### config.mk
export PLATFORM = sky130hd
export DESIGN_NAME = canvas_server
export DESIGN_NICKNAME = d
export VERILOG_FILES = /design/src/rtl/canvas_server.sv
export SDC_FILE = /design/constraint.sdc
export NUM_CORES = 2
export LEC_CHECK = 0
export BUFFER_PORTS_ARGS = -buffer_cell sky130_fd_sc_hd__buf_2
export CORE_ASPECT_RATIO = 1.1
export CORE_UTILIZATION = 25
export CTS_BUF_LIST = sky130_fd_sc_hd__clkbuf_8 sky130_fd_sc_hd__clkbuf_16
export CTS_CLUSTER_DIAMETER = 100
export DETAILED_ROUTE_END_ITERATION = 10
export SYNTH_ARGS = -nofsm -noshare
export SYNTH_HDL_FRONTEND = slang
export SYNTH_SLANG_ARGS = --single-unit
export TNS_END_PERCENT = 5
### constraint.sdc
create_clock -name clk -period 3.35 [get_ports clk]
set_clock_uncertainty 0.1 [all_clocks]
set_input_delay 0.1675 -clock clk [delete_from_list [all_inputs] [get_ports clk]]
set_output_delay 0.1675 -clock clk [all_outputs]
set_load 0.005 [all_outputs]
### src/rtl/canvas_server.sv
// canvas_server: 32x32 one-bit drawing canvas that hands its contents to an
// external recognizer and collects the recognized character code.
// States: DRAW (pen edits), WAIT (recognizer running), CLEAR (row-by-row wipe).
// Optional feature: define CANVAS_AUTO_CLEAR_EN to wipe the canvas
// automatically after each accepted recognition result.
module canvas_server #(
    parameter int TIMEOUT = 2048
) (
    input  logic       clk,
    input  logic       rst_n,
    input  logic       pen_valid,
    input  logic [4:0] pen_x,
    input  logic [4:0] pen_y,
    input  logic       pen_ink,
    input  logic       submit,
    input  logic       clear,
    output logic       end_write,
    input  logic [9:0] read_addr,
    input  logic       read_enable,
    output logic       read_in_data,
    input  logic       ready_to_write,
    input  logic [7:0] write_data,
    output logic [7:0] char_out,
    output logic       char_valid,
    output logic       timeout,
    output logic       busy
);

    typedef enum logic [1:0] {
        DRAW  = 2'd0,
        WAIT  = 2'd1,
        CLEAR = 2'd2
    } state_t;

    localparam logic [15:0] WAIT_LAST = 16'(TIMEOUT - 1);

    state_t      state, state_n;
    logic [15:0] wait_cnt, wait_cnt_n;
    logic [4:0]  clr_row, clr_row_n;
    logic        end_write_n, char_valid_n, timeout_n;
    logic        char_load, pen_we, clr_we;

    // Canvas storage, row-major: canvas[row][column].
    logic [31:0] canvas [32];

    // Next-state, counter and pulse decode for the DRAW/WAIT/CLEAR controller.
    always_comb begin
        // NOTE: every signal gets a default before the case so no latch is inferred.
        state_n      = state;
        wait_cnt_n   = wait_cnt;
        clr_row_n    = clr_row;
        end_write_n  = 1'b0;
        char_valid_n = 1'b0;
        timeout_n    = 1'b0;
        char_load    = 1'b0;
        pen_we       = 1'b0;
        clr_we       = 1'b0;
        case (state)
            DRAW: begin
                pen_we = pen_valid;
                if (clear) begin
                    // A simultaneous submit is dropped in favour of the wipe.
                    state_n   = CLEAR;
                    clr_row_n = 5'd0;
                end else if (submit) begin
                    state_n     = WAIT;
                    wait_cnt_n  = 16'd0;
                    end_write_n = 1'b1;
                end
            end
            WAIT: begin
                // A result arriving on the final count still beats the timeout.
                if (ready_to_write) begin
                    char_load    = 1'b1;
                    char_valid_n = 1'b1;
                    clr_row_n    = 5'd0;
`ifdef CANVAS_AUTO_CLEAR_EN
                    state_n      = CLEAR;
`else
                    state_n      = DRAW;
`endif
                end else if (wait_cnt == WAIT_LAST) begin
                    timeout_n = 1'b1;
                    state_n   = DRAW;
                end else begin
                    wait_cnt_n = wait_cnt + 16'd1;
                end
            end
            CLEAR: begin
                clr_we    = 1'b1;
                clr_row_n = clr_row + 5'd1;
                if (clr_row == 5'd31) begin
                    state_n = DRAW;
                end
            end
            default: state_n = DRAW;
        endcase
    end

    // State, counters, registered pulses and the held character code.
    always_ff @(posedge clk or negedge rst_n) begin
        if (!rst_n) begin
            state      <= DRAW;
            wait_cnt   <= 16'd0;
            clr_row    <= 5'd0;
            end_write  <= 1'b0;
            char_valid <= 1'b0;
            timeout    <= 1'b0;
            char_out   <= 8'h00;
        end else begin
            // NOTE: non-blocking assignments so every register samples pre-edge values.
            state      <= state_n;
            wait_cnt   <= wait_cnt_n;
            clr_row    <= clr_row_n;
            end_write  <= end_write_n;
            char_valid <= char_valid_n;
            timeout    <= timeout_n;
            if (char_load) begin
                char_out <= write_data;
            end
        end
    end

    // Canvas update: row wipe in CLEAR, single-pixel pen write in DRAW.
    always_ff @(posedge clk or negedge rst_n) begin
        if (!rst_n) begin
            // NOTE: the canvas must read all-zero right after reset, so it is
            // built from resettable flops rather than an unreset RAM.
            for (int r = 0; r < 32; r++) begin
                canvas[r] <= '0;
            end
        end else if (clr_we) begin
            canvas[clr_row] <= '0;
        end else if (pen_we) begin
            canvas[pen_y][pen_x] <= pen_ink;
        end
    end

    // Recognizer readout is combinational, so a same-cycle pen write is not yet visible.
    assign read_in_data = read_enable ? canvas[read_addr[9:5]][read_addr[4:0]] : 1'b0;

    assign busy = (state != DRAW);

endmodule

==> metrics.yaml <==
sta:
  fmax_mhz: 273.3
  fin_ws_ns: -0.3086
  setup_viol: 1
  whs_ns: 0.03967
  period_minus_slack_ns: 3.659
  rsz0062_at_grt: "yes"
  finalSetupTns_ns: -0.3086
  maxSlewViolCount: 191
  maxSlewHeadroom_pct: -6.177
  timing.final.crit_share_pct: 109.2
  final_hold_viol_count: 0
  tightest_slew_ns: 1.593
routing:
  ant_nets: 0
  drtIter0Drc: 8836
  via_per_inst: 6.085
  route.detailed.drc: 0
  dr_wl_met3_um: 32080
  wire_per_inst_um: 28.35
  dr.pass1.iters: 9
  wl_met1_um: 95340
  routed.top_layer: "met5"
  routed_wl_um: 258500
  wl_met2_um: 111900
  vias: 55490
layout:
  fillers: 22720
  drive_gt1_share_pct: 16.18
  area_growth_pct: 18.96
  fin_nets: 6146
  ff_latch_area_mm2: 0.02648
  final_cells: 9119
  multi_input_area_mm2: 0.02675
global_route:
  overflow: 0
  gr-usage-all-layers_pct: 22.43
  grt_pass1_wl_um: 378100
  grt_max_degree: 236
  grt_pass1_vias: 54220
  antenna_found_initial: 17
flow_run:
  drv_cap: 0
power:
  p_total_w: 0.03526
  leakagePower_nw: 28.37
  p_clk_share_pct: 37.8
  p_comb_share_pct: 25.0
  powerDensity_mw_per_mm2: 534.8
  p_sw_share_pct: 35.90
  power_frac_seq_pct: 37.2
  vdd_drop_max_mv: 0.5677
  p_int_w: 0.02260
  p_sw_w: 0.01266
clock_tree:
  worstSkewPairLatency_ns: 0.77
  cts_buffers: 113
  clk_pin_slew_ns: 0.07
  root_buffer: "clkbuf_16"
  cts.sinks: 1058
  cts_tree: "built"
  cts_max_level: 3
  cts_buffer_depth: 3
min_path:
  hold_path_class: "in2reg"
  hold_start: "pen_ink"
synth:
  ys.flop_type: "dfrtp_1"
  yosysMostFrequentCell: "o21ai_0"
  ys_types: 57
  synthCells: 6115
  async_flop_share_pct: 100.0
  synth_top_area_share_pct: 47.77
  netlist_area_mm2: 0.05543
  syn_area_per_cell_um2: 9.064
  seq_area_frac_synth_pct: 47.77
  yosys-top-cells-area: "dfrtp_1 (48%), o21ai_0 (19%), a21oi_1 (9.8%)"
  ys_warn_count: 0
  ys_top_cells_by_count: "o21ai_0 (2054), a21oi_1 (1080), dfrtp_1 (1058)"
  synth_edf_count: 0
  yosysTopAreaCell: "dfrtp_1"
  syn-num-nets: 6157
  yosys_register_bits: 1058
setup_path:
  startpoint_type: "flip-flop"
  crit_start: "canvas[924]"
  r2r-start: "state[1]"
  rrSetupSlack_ns: 0.33
  critPathArrivalTime_ns: 3.39
  crit_type: "reg2out"
  required_ns: 3.08
  cp-end-kind: "output pin"
  path_max_fanout: 2
placement:
  place.port_buffers: 48
  place_inst: 8868
  place_ws_ns: -0.6839
  gp_congestion: 0.9842
  hpwl_um: 165400
floorplanning:
  die_h_um: 495.8
  num_rows: 180
  fp.dieW_um: 450.9
  ios: 49
  dieArea_mm2: 0.2236
  start_util_pct: 25.24
  core_mm2: 0.2196
outcome:
  violations: "max-slew violations, negative setup slack"
  status: "finished, violations left"
[cell families (layout without fill, tap and decap cells)]
family	Yosys count	in the layout	synth area share (%)
and+or+nand+nor	574	574	4.628
other	0	13	0
xor gates and xnor gates	10	10	0.1580
muxes	391	391	10.12
adders and majority gates	6	6	0.1354
AOI/OAI and AO/OA	3373	3373	31.57
DFF	1058	1058	47.77
buffers and inverters	703	782	5.612
[flip-flops by register name, summed over array words and instances, names as in the netlist]
register	cells
canvas	1024
wait_cnt	16
char_out	8
clr_row	5
state	2
char_valid	1
end_write	1
timeout	1
[final cells by class]
class	instances	share of cell area, %
antenna	13	0.04934
clock buffer	143	4.966
clock inverter	62	0.8862
inverter	13	0.07401
multi-input combinational	4354	40.58
sequential	1058	40.16
tap	2912	5.526
timing repair buffer	564	7.760
[worst max-delay path, cell delays in order, from the launching register on]
cell      delay (ns)
dfrtp_1         0.40
mux4_2          0.48
o22ai_2         0.16
nor3_2          0.07
buf_4           0.14
nor3_1          0.14
buf_4           0.22
nor3_4          0.07
nor4_4          0.45
buf_4           0.23
a221oi_4        0.10
buf_2           0.16
[metrics by stage]
step	utilization [%]	cell area [um2]
after floorplan	-	55430
after global placement	27.89	61240
after detailed placement	27.89	61240
after CTS	29.92	65710
after global routing	30.02	65910
final	30.03	65930
[cell usage in the layout (no fill, tap or decap), drive strengths merged, types with 4 or more instances in the layout]
master | netlist | routed
inv | 13 | 35
clkinvlp | 0 | 4
mux4 | 130 | 130
nand2b | 9 | 9
ha | 6 | 6
nand2 | 279 | 279
o22ai | 60 | 60
nor2 | 111 | 111
nand3 | 31 | 31
xor2 | 6 | 6
buf | 102 | 533
nor3 | 52 | 52
nor3b | 8 | 8
bufinv | 0 | 9
dlygate4sd3 | 0 | 31
diode | 0 | 13
or2 | 8 | 8
o221ai | 107 | 107
or3 | 7 | 7
nand3b | 7 | 7
a21oi | 1080 | 1080
a211oi | 7 | 7
o31ai | 16 | 16
dfrtp | 1058 | 1058
and3b | 4 | 4
mux2 | 9 | 9
and3 | 15 | 15
xnor2 | 4 | 4
and2 | 5 | 5
a2111oi | 6 | 6
nor4 | 12 | 12
clkinv | 0 | 27
nand4 | 10 | 10
mux2i | 252 | 252
o21ai | 2085 | 2085
nor2b | 8 | 8
clkbuf | 588 | 143
[repair_timing]
item,4_1_cts,5_1_grt
pin swaps,21,20
hold buffers,31,0
endpoints found under the hold margin,407,0
setup buffers,0,5
gates resized for setup,60,32
endpoints found under the setup margin,1,1
[metal layers]
| metal | vias up | global-route usage [%] |
|---|---|---|
| li1 | 22510 | - |
| met5 | - | 0 |
| met2 | 4419 | 33.72 |
| met3 | 1050 | 6.256 |
| met1 | 27500 | 28.05 |
| met4 | 12 | 14.92 |
[power groups by stage]
stage	Combinational [W]	Sequential, W	Clock, W
6_report	0.00883	0.0131	0.0133
3_3_place_gp	0.00812	0.0133	0
4_1_cts	0.00832	0.0131	0.0133
5_1_grt	0.00903	0.0131	0.0139
3_5_place_dp	0.00824	0.0133	0
2_1_floorplan	0.00433	0.0132	0
[final timing paths]
kind	endpoint	depth (start not counted)
setup / recovery	read_in_data	11
hold / removal	canvas[728]	5
setup reg to reg	canvas[286]	6
hold reg to reg	canvas[202]	2
max in group asynchronous	canvas[327]	4
min in group asynchronous	canvas[289]	3
Power figures use the tool's default switching activity.
